### src/rtl/my_fifo_param.sv
// rtl/my_fifo_param.sv - parametrised single-clock FIFO with count, almost flags and sticky errors
// Optional first-word-fall-through read port when FIFO_FWFT_EN is defined.
module my_fifo_param #(
  parameter int DATA_W = 8,
  parameter int DEPTH  = 16,
  parameter int AF_TH  = 14,
  parameter int AE_TH  = 2
) (
  input  logic                        clk,
  input  logic                        nrst,
  input  logic                        wen,
  input  logic [DATA_W-1:0]           in_data,
  input  logic                        ren,
  output logic [DATA_W-1:0]           out_data,
  output logic                        empty,
  output logic                        full,
  output logic                        almost_empty,
  output logic                        almost_full,
  output logic [$clog2(DEPTH):0]      count,
  output logic                        overflow,
  output logic                        underflow,
  input  logic                        clr_err
);

  localparam int ADDR_W = $clog2(DEPTH);
  localparam logic [ADDR_W:0] ONE     = (ADDR_W+1)'(1);
  localparam logic [ADDR_W:0] DEPTH_C = (ADDR_W+1)'(DEPTH);
  localparam logic [ADDR_W:0] AF_C    = (ADDR_W+1)'(AF_TH);
  localparam logic [ADDR_W:0] AE_C    = (ADDR_W+1)'(AE_TH);
  localparam logic            AF_RST  = (AF_TH == 0);

  logic [DATA_W-1:0] mem [DEPTH];
  logic [ADDR_W:0]   wr_ptr;
  logic [ADDR_W:0]   rd_ptr;
  logic [ADDR_W:0]   count_nxt;
  logic [DATA_W-1:0] rd_word;
  logic [DATA_W-1:0] out_q;
  logic              wr_acc;
  logic              rd_acc;

  // Acceptance uses only this port's own flag, never the other port's request.
  assign wr_acc  = wen && !full;
  assign rd_acc  = ren && !empty;
  assign rd_word = mem[rd_ptr[ADDR_W-1:0]];

  always_comb begin
    count_nxt = count;
    case ({wr_acc, rd_acc})
      2'b10:   count_nxt = count + ONE;
      2'b01:   count_nxt = count - ONE;
      default: count_nxt = count;
    endcase
  end

  // Storage is not reset; the nrst gate keeps a write from landing during reset.
  always_ff @(posedge clk) begin
    if (wr_acc && nrst) begin
      mem[wr_ptr[ADDR_W-1:0]] <= in_data;
    end
  end

  always_ff @(posedge clk or negedge nrst) begin
    if (!nrst) begin
      wr_ptr       <= '0;
      rd_ptr       <= '0;
      count        <= '0;
      empty        <= 1'b1;
      full         <= 1'b0;
      almost_empty <= 1'b1;
      almost_full  <= AF_RST;
    end else begin
      if (wr_acc) wr_ptr <= wr_ptr + ONE;
      if (rd_acc) rd_ptr <= rd_ptr + ONE;
      count        <= count_nxt;
      empty        <= (count_nxt == '0);
      full         <= (count_nxt == DEPTH_C);
      almost_empty <= (count_nxt <= AE_C);
      almost_full  <= (count_nxt >= AF_C);
    end
  end

  // Last popped word; the standard read data, and the FWFT value while empty.
  always_ff @(posedge clk or negedge nrst) begin
    if (!nrst) begin
      out_q <= '0;
    end else if (rd_acc) begin
      out_q <= rd_word;
    end
  end

  always_ff @(posedge clk or negedge nrst) begin
    if (!nrst) begin
      overflow  <= 1'b0;
      underflow <= 1'b0;
    end else if (clr_err) begin
      overflow  <= 1'b0;
      underflow <= 1'b0;
    end else begin
      if (wen && full)  overflow  <= 1'b1;
      if (ren && empty) underflow <= 1'b1;
    end
  end

`ifdef FIFO_FWFT_EN
  assign out_data = empty ? out_q : rd_word;
`else
  assign out_data = out_q;
`endif

endmodule

### config.mk
export PLATFORM = sky130hd
export DESIGN_NAME = my_fifo_param
export DESIGN_NICKNAME = d
export VERILOG_FILES = /design/src/rtl/my_fifo_param.sv
export SDC_FILE = /design/constraint.sdc
export NUM_CORES = 1
export LEC_CHECK = 0
export CORE_MARGIN = 2
export CORE_UTILIZATION = 60
export CTS_CLUSTER_DIAMETER = 100
export DETAILED_ROUTE_END_ITERATION = 7
export PLACE_DENSITY = 0.8
export SLEW_MARGIN = 20
export SYNTH_ARGS = -nofsm -noshare
export SYNTH_HDL_FRONTEND = slang
export SYNTH_SLANG_ARGS = --single-unit
### constraint.sdc
create_clock -name clk -period 7.01 [get_ports clk]
set_input_delay 1.402 -clock clk [delete_from_list [all_inputs] [get_ports clk]]
set_output_delay 1.402 -clock clk [all_outputs]
set_load 0.005 [all_outputs]
* Word-level counts from Yosys, hierarchy flattened *
Memories as Yosys holds them, arrays and structs flattened. A register that Yosys moved wholly into a read port is not among the register bits.
Cells that the tools add are included.

cells by class
  $lt $le $gt $ge = 2
  reductions and logical operators = 11
  multiplexer cells = 7
  add/subtract/negate cells = 4
  equality and inequality tests = 3

operators with widths
  cell                                                                number
  adder 5 x 1 -> 5 bit (second input constant)                        3
  one-hot mux 5 bit (2 select lines)                                  1
  two-way mux 1 bit                                                   6
  == test 5 bit (second input constant)                               1
  greater-or-equal comparator 5 x 4 -> 1 bit (second input constant)  1
  <= comparator 5 x 2 -> 1 bit (second input constant)                1
  logical AND 1 bit                                                   5
  logical NOT 5 bit                                                   1
  subtractor 5 x 1 -> 5 bit (second input constant)                   1
  nonzero test 2 bit                                                  2
  logical NOT 1 bit                                                   3
  == test 2 x 1 -> 1 bit (second input constant)                      1
  == test 2 bit (second input constant)                               1

word-level totals
  output and inout port bits = 19
  memory bits (writable) = 128
  word-level logic and storage cells = 37
  input port bits = 13
  register bits after elaboration = 21
  memories kept = 1

memory list
  name  depth  bits a word  read ports  clocked after memory_dff  write ports  line  RTL
  mem   16     8            1           1                         1            32    logic [DATA_W-1:0] mem [DEPTH];

* Logic depth before layout (Yosys ltp) *
  depth in word-level cells = 5
  mapped depth = 12
  depth with buffers taken out = 10

* Worst setup path after synthesis *
Ideal clock, no wire load.

  kind = in2reg
  start point = input ren
  end point = register full
  cell stages on the path = 12
  setup slack = 3.207 ns
  arrival time = 3.723 ns
  setup time = 0.080 ns
  path buffers = 3
  data required time = 6.930 ns
  cells stage by stage = nor2b_1 clkbuf_1 clkbuf_1 ha_1 buf_4 xor2_1 ha_1 mux2_2 o21ai_0 o211ai_1 xnor2_1 nor3b_2

on the way
  longest elaborated chain between the ends = 4
  elaborated cells between the ends (all ways) = 5
  those cells by class = eq/ne (3); mux (1); reduce/logical (1)

RTL lines
  item                                                            line  RTL
  from (decl)                                                     13    input logic ren,
  logical AND 1 bit *                                             43    assign rd_acc = ren && !empty;
  net rd_acc                                                      39    logic rd_acc;
  == test 2 x 1 -> 1 bit / == test 2 bit (equally long branches)  48    case ({wr_acc, rd_acc})
  one-hot mux 5 bit (2 select lines) *                            48
  net count_nxt[4]                                                35    logic [ADDR_W:0] count_nxt;
  == test 5 bit *                                                 76    full <= (count_nxt == DEPTH_C);
  to (signal assigned)                                            76
  to (decl)                                                       16    output logic full,

Mark *: on every way through the listed nets, which the timed path passes. The rest lies on a longest branch.
A chain may end at the register's enable or synchronous reset.

* Final worst setup path *
  start point = input wen
  end point = register full

on the way
  longest elaborated chain between the ends = 4
  elaborated cells between the ends (all ways) = 5
  those cells by class = eq/ne (3); mux (1); reduce/logical (1)

RTL lines
  item                                                            line  RTL
  from (decl)                                                     11    input logic wen,
  logical AND 1 bit *                                             42    assign wr_acc = wen && !full;
  == test 2 x 1 -> 1 bit / == test 2 bit (equally long branches)  48
  one-hot mux 5 bit (2 select lines) *                            48
  net count_nxt[4]                                                35
  == test 5 bit *                                                 76

Marked as above.

==> metrics.md <==
| Metric | Value |
|---|---|
| Die height | around 110 µm |
| Routing usage on met1 | between 30% and 40% |
| Async set-or-reset flop fraction in the synthesized netlist | 17.4% |
| Routed vias | 3159 |
| Total track usage | a little under a quarter |
| Skew final | slightly below 6 ps |
| Tcrit/Tclk final | 59.2% |
| Worst setup EP type | flop |
| Via-to-Cell Ratio | ~6.1 |
| Root buffer selected by CTS | clkbuf_8 |
| I/O pins | 32 |
| Max-slew headroom | between 30% and 40% |
| Hold Buf Count CTS | 0 |
| Clk Latency, worst-skew pair | 520 ps |
| Post-Synth Adder-Cell Area | 1.61% |
| Setup bufs post-CTS | 0 |
| Largest net degree at the start of global routing | 32 |
| Share of cells above drive strength 1 | 22.7% |
| Synth unique cells | 39 |
| TritonCTS Buffers | 17 |
| Yosys Warn Count | 0 |
| Req. time, crit path | between 7000 and 8000 ps |
| Post-synth top area share | between 60 and 70% |
| #FFs+latches synth | 155 |
| Core box area | slightly above 10000 µm² |
| Final wirelength | 11.5 mm |
| Setup Viol. Count Final | 0 |
| Post-synth EDFFs | 128 |
| Reg2reg setup slack | roughly 3800 ps |
| Initial DRT Pass Iterations | 4 |
| Routed Antenna Nets | 0 |
| Leak | ~0.0024 µW |
| Worst r2r src | full |
| Antenna violations before repair | 0 |
| Met2 usage | 37.7% |
| Top post-synthesis cells by count | 128 x edfxtp_1, 32 x mux4_2, 27 x nor2_1 |
| Synth Area in Compound Gates | around 3.7% |
| Gr ovfl total | 0 |
| WHS Path Cells | 1 |
| Drt drc | 0 |
| Crit path time final | 4150 ps |
| Setup TNS | 0 ps |
| Synth Area in XOR/XNOR | under 10% |
| Detail Placement HPWL | about 7.2 mm |
| Hold Path Sink | rd_ptr[3] |
| Pwr dens | just over 400 nW/µm² |
| Max Buffers Root-to-Sink | 2 |
| Vias in the first global route | between 3000 and 4000 |
| Area contributors post-synth | edfxtp_1 62%, mux4_2 12%, dfrtp_1 10% |
| Status | complete, no violations |
| Worst-path clk slew | 60 ps |
| Combinational family with the most area after synthesis | multiplexers |
| Min Hold Slack | roughly 500 ps |
| Cell chain of the critical path | clkdlybuf4s50_1 -> nor2b_1 -> inv_1 -> ha_1 -> xor2_1 -> ha_1 -> mux2_2 -> o21ai_0 -> o211ai_1 -> xnor2_1 -> nor3b_2 |
| Slew @ Worst Pin | 1010 ps |
| Most frequent cell after synthesis | edfxtp_1 |
| Synth Cell Area | between 6000 and 7000 µm² |
| CTS tree | built |
| Wirelength per Cell | between 20 and 25 µm |
| Final hold vios | 0 |
| Area Overhead vs Synth | 15.7% |
| Sink Count | 155 |
| Total of max-cap violations | 0 |
| H-tree depth | 4 |
| Reg2reg end | full |
| WP data arrival | approximately 4600 ps |
| Mux contribution to synthesized area | approximately 14% |
| Initial Utilization | around three fifths |
| Hold_sp | rd_ptr[3] |
| Worst Reg-to-Reg Cells | 10 |
| First-pass GRT wire length | around 18 mm |
| Max IR drop VDD | around 0.23 mV |
| Post-cts sizing count | 0 |
| Final instance area | around 7200 µm² |
| Crit path max-delay cell type | nor2b_1 |
| NumNets Final | ~390 |
| Simple-Gate Fraction of Synth Area | 5.14% |
| Critical path's largest stage delay | 500 ps |
| Min-Delay Path Class | flop to flop |
| Startpoint Class | input port |
| Rows | 37 |
| Cell Area, Placed | ~6600 µm² |
| Most crowded layer after global routing | met2 |
| Fmax | roughly 0.24 GHz |
| Syn_area_per_cell | between 15 and 20 µm² |
| Main flop type after synthesis | edfxtp_1 |
| DRT iter0 DRCs | roughly 260 |
| RSZ-0062 raised after global routing | no |
| RePlAce Congestion | ~0.8 |
| Critical Path Most Common Cell | ha_1 |
| Fin. max-slew vios | 0 |
| Syn nets | between 300 and 400 |
| Antenna fix cells | 0 |
| CP max FO | 9 |
| CP Class | input port to flop |
| Final Util | 70.4% |
| I/O Buffers | 31 |
| Die Wd | 106 µm |
| Global routing usage on met3 | 6.18% |
| Mapped Cells | 334 |
| Die Area | ~11000 µm² |
| Seq/Total Area, Yosys | 72.9% |
| Post-synth top area cell | edfxtp_1 |
## layer usage
metal | routed length, µm | share of wire, %
met1 | 4630 | 40
met2 | 6040 | 52
met3 | 680 | 5.9
met4 | 174 | 1.5
met5 | 0 | 0
## where the power goes
| group | leakage [µW] | switching [µW] | internal, µW |
|---|---|---|---|
| sequential | 0.00147 | 135 | 1120 |
| combinational | 0.000676 | 395 | 447 |
| clock | 0.000260 | 368 | 442 |
## cell type report
type                            count  area [µm²]
Fill cell                         635        3010
Inverter                            7        26.3
Sequential cell                   155        4520
Timing Repair Buffer               35         340
Multi-Input combinational cell    155        1580
Clock inverter                     14         114
Tap cell                          136         170
Clock buffer                       18         418
## worst max path at each step
stage                     start   end  slack [ps]
after floorplan             ren  full        3210
after global placement      wen  full        2630
after detailed placement    wen  full        2350
after CTS                   wen  full        2870
after global routing        wen  full        2630
final                       wen  full        2860
## flip-flops by register name, summed over array words and instances, names as in the netlist
register / cells
wr_ptr: 4
empty: 1
almost_full: 1
overflow: 1
underflow: 1
out_data: 8
mem: 128
almost_empty: 1
count: 5
rd_ptr: 4
full: 1
## stage by stage
stage | worst slack [ps] | cells | total power, µW
finish | 2860 | 520 | 2910
global route | 2630 | 520 | 3050
CTS | 2870 | 520 | 2930
detailed placement | 2350 | 488 | 2110
global placement | 2630 | 488 | 2070
floorplan | 3210 | 334 | 1830
## critical path, delay by kind of cell
family / cells / cell delay (ps)
AND/OR/NAND/NOR: 2 / 750
buffers and inverters: 2 / 620
XOR/XNOR: 2 / 610
adder cells (fa/ha/maj): 2 / 560
multiplexers: 1 / 350
AO/OA/AOI/OAI: 2 / 310
## kinds of logic (layout without fill, tap and decap cells)
kind of cell | count (synthesis) | count (layout)
compound gates | 32 | 32
xor+xnor | 9 | 9
fa+ha+maj | 8 | 8
buf+inv | 24 | 74
flops | 155 | 155
mux | 44 | 44
simple gates | 62 | 62
## cell usage in the layout, fill, tap and decap left out, drive strengths merged, types with 3 or more instances in the layout
| cell type | instances |
|---|---|
| buf | 4 |
| clkinv | 7 |
| mux2 | 10 |
| nor2b | 11 |
| inv | 12 |
| dfrtp | 25 |
| a21oi | 4 |
| nor2 | 27 |
| clkbuf | 18 |
| edfxtp | 128 |
| xor2 | 3 |
| ha | 8 |
| o22ai | 8 |
| nand2 | 10 |
| a211oi | 10 |
| clkdlybuf4s50 | 31 |
| xnor2 | 6 |
| nand3b | 3 |
| mux4 | 32 |
(Power assumes the default switching activity.)
==> patch: new RTL, same flow settings <==
Register the output `count` once more; this adds one clock of latency there. The other outputs are not delayed to match.
--- a/src/rtl/my_fifo_param.sv
+++ b/src/rtl/my_fifo_param.sv
@@ -30,4 +30,6 @@
   localparam logic            AF_RST  = (AF_TH == 0);
 
+  logic [$clog2(DEPTH):0] count_s0;
+
   logic [DATA_W-1:0] mem [DEPTH];
   logic [ADDR_W:0]   wr_ptr;
@@ -45,9 +47,9 @@
 
   always_comb begin
-    count_nxt = count;
+    count_nxt = count_s0;
     case ({wr_acc, rd_acc})
-      2'b10:   count_nxt = count + ONE;
-      2'b01:   count_nxt = count - ONE;
-      default: count_nxt = count;
+      2'b10:   count_nxt = count_s0 + ONE;
+      2'b01:   count_nxt = count_s0 - ONE;
+      default: count_nxt = count_s0;
     endcase
   end
@@ -64,5 +66,5 @@
       wr_ptr       <= '0;
       rd_ptr       <= '0;
-      count        <= '0;
+      count_s0     <= '0;
       empty        <= 1'b1;
       full         <= 1'b0;
@@ -72,5 +74,5 @@
       if (wr_acc) wr_ptr <= wr_ptr + ONE;
       if (rd_acc) rd_ptr <= rd_ptr + ONE;
-      count        <= count_nxt;
+      count_s0     <= count_nxt;
       empty        <= (count_nxt == '0);
       full         <= (count_nxt == DEPTH_C);
@@ -108,4 +110,8 @@
 `endif
 
+  always_ff @(posedge clk) begin
+    count <= count_s0;
+  end
+
 endmodule
 
Behaviour: not the same (a bounded check fails within 4 cycles, from zero or initial values and one cycle with nrst low).
==> patch against the original RTL <==
Synthesized area up 1.6%; routed wire length up 3.5%; clock skew up 0.0024 ns; final area up 1.6%; power up 2.9%; sequential cell count up 5; critical path depth unchanged; utilization up 0.51 points; worst setup slack better by 0.23 ns.
==> patch: results (changes against the original RTL) <==
| Metric | This run | Unit | vs unedited |
|:---|:---|:---|:---|
| Result of the run | completed | - |  |
| # resized after CTS | 0 | - | unchanged |
| NetSw | 907 | uW | +1.0% |
| Master of the slowest instance on the critical path | nor2b_1 | - |  |
| H-tree levels | 4 | - | unchanged |
| Count of filler cells inserted in the layout | 638 | - | +0.47% |
| Most instantiated cells after synthesis | edfxtp_1 (128), mux4_2 (32), nor2_1 (27) | - |  |
| Worst endpoint data arrival time | 4.38 | ns | -0.22 ns |
| Leading post-synthesis cells by cell area | edfxtp_1 (61%), mux4_2 (11%), dfrtp_1 (9.9%) | - |  |
| Vias in the first global route | 3249 | - | -1.3% |
| Initial antenna violation count | 0 | - | unchanged |
| Final HPWL from detailed placement | 7120 | microns | -1.0% |
| Max incr delay on CP | 0.48 | ns | -0.02 ns |
| Standby leakage power | 0.00245 | uW | +1.7% |
| Pin count of the biggest net entering global routing | 36 | - | +13% |
| Nets@finish | 397 | - | +1.3% |
| Buffer cell driving the clock tree root | clkbuf_8 | - |  |
| Post-route setup TNS | 0 | ns | unchanged |
| Wire length of the first global-routing pass | 18800 | microns | +2.2% |
| Share of cells above drive strength 1 | 22.4 | % | -0.29 points |
| DP Cell Count | 493 | - | +1.0% |
| Drt pass-1 iters | 4 | - | unchanged |
| Portion of the post-synthesis area used by sequential elements | 73.3 | % | +0.43 points |
| Count of distinct cell types in the synthesized netlist | 40 | - | +2.6% |
| Prevailing post-synth register cell | edfxtp_1 | - |  |
| Number of flip-flops in the largest register | 128 | - | unchanged |
| Starting DRT DRC Count | 266 | - | +3.9% |
| Actual transition at the worst max-transition pin | 1.05 | ns | +0.0431 ns |
| Peak VDD IR | 0.000201 | V | -13% |
| Drt wl/cell | 22.7 | microns | +2.5% |
| Hold Path Class | reg2reg | - |  |
| Nets in the synthesized netlist | 360 | - | +1.4% |
| Syn Area/Cell | 18.6 | sq um | +0.11% |
| Share of synthesized registers carrying an async set or reset | 16.9 | % | -0.54 points |
| Ant diodes | 0 | - | unchanged |
| Detail-routed via count per cell | 6.11 | - | +0.65% |
| Count of non-filler cells in the finished layout | 525 | - | +0.96% |
| Global Route Usage Sum | 23.5 | % | +0.41 points |
| Placer Congestion | 0.769 | - | -1.6% |
| Clock tree skew after final layout | 0.00820 | ns | +0.00241 ns |
patch: cell count changes in the layout (fill, tap and decap cells not counted):
cell	before	now
inv_8	2	0
clkinvlp_4	2	4
clkinv_4	4	2
dfxtp_1	0	5
bufinv_16	0	1
inv_6	3	5
clkbuf_1	1	0
clkinv_1	0	1
clkinv_2	3	2
patch: kinds of logic (layout without fill, tap and decap cells):
family / Yosys count / after routing / synth area share [%]
DFF: 160 / 160 / 73.3
and+or+nand+nor: 62 / 62 / 5.06
muxes: 44 / 44 / 13.5
AOI/OAI and AO/OA: 32 / 32 / 3.67
buffers and inverters: 24 / 74 / 1.57
xor gates and xnor gates: 9 / 9 / 1.25
adders and majority gates: 8 / 8 / 1.59
patch: path summary, 6_finish.rpt:
kind	start	end	slack (ns)	cells after the start
worst max-delay path	wen	full	3.09	11
worst min-delay path	count_s0[4]	count[4]	0.41	0
worst max register to register	full	full	4.04	10
worst min register to register	count_s0[4]	count[4]	0.41	0
max in group asynchronous	nrst	empty	5.43	2
min in group asynchronous	nrst	count_s0[0]	1.26	2
patch: power groups by stage:
| stage | logic [uW] | registers (uW) | clock network, uW |
|---|---|---|---|
| 2_1_floorplan | 624 | 1250 | 0 |
| 3_3_place_gp | 838 | 1290 | 0 |
| 3_5_place_dp | 855 | 1300 | 0 |
| 4_1_cts | 874 | 1280 | 859 |
| 5_1_grt | 946 | 1300 | 898 |
| 6_report | 865 | 1280 | 851 |
patch: per-layer routing:
metal  global-route usage (%)  up-vias  routed length, microns
met5                        0        -                       0
met2                     34.3      151                    5670
li1                         -     1406                       -
met1                     33.6     1632                    5070
met3                     6.99       21                     933
met4                     9.93        0                     248
patch: final cells by class:
class / count / area share [%]
Inverter: 7 / 0.360
Multi-Input combinational cell: 155 / 21.7
Tap cell: 136 / 2.33
Timing Repair Buffer: 35 / 4.67
Sequential cell: 160 / 63.4
Clock buffer: 17 / 5.68
Clock inverter: 15 / 1.85
patch: worst reg2reg max path, cell delays in order (launching register included):
cell and delay, ns:
dfrtp_1 0.41, nor2b_1 0.47, inv_1 0.13, ha_1 0.31, xor2_1 0.21, ha_1 0.22, mux2_2 0.34, o21ai_0 0.14
o211ai_1 0.13, xnor2_1 0.33, nor3b_2 0.22
patch: metrics by stage:
| step | setup slack, ns | utilization [%] | total power (uW) | cell area (sq um) |
|---|---|---|---|---|
| 4_1_cts | 3.11 | 71.0 | 3010 | 7290 |
| 2_1_floorplan | 3.21 | - | 1870 | 6300 |
| 3_5_place_dp | 2.52 | 65.6 | 2150 | 6740 |
| 5_1_grt | 2.93 | 71.0 | 3140 | 7290 |
| 6_report | 3.09 | 71.0 | 3000 | 7290 |
| 3_3_place_gp | 2.69 | 65.6 | 2130 | 6740 |
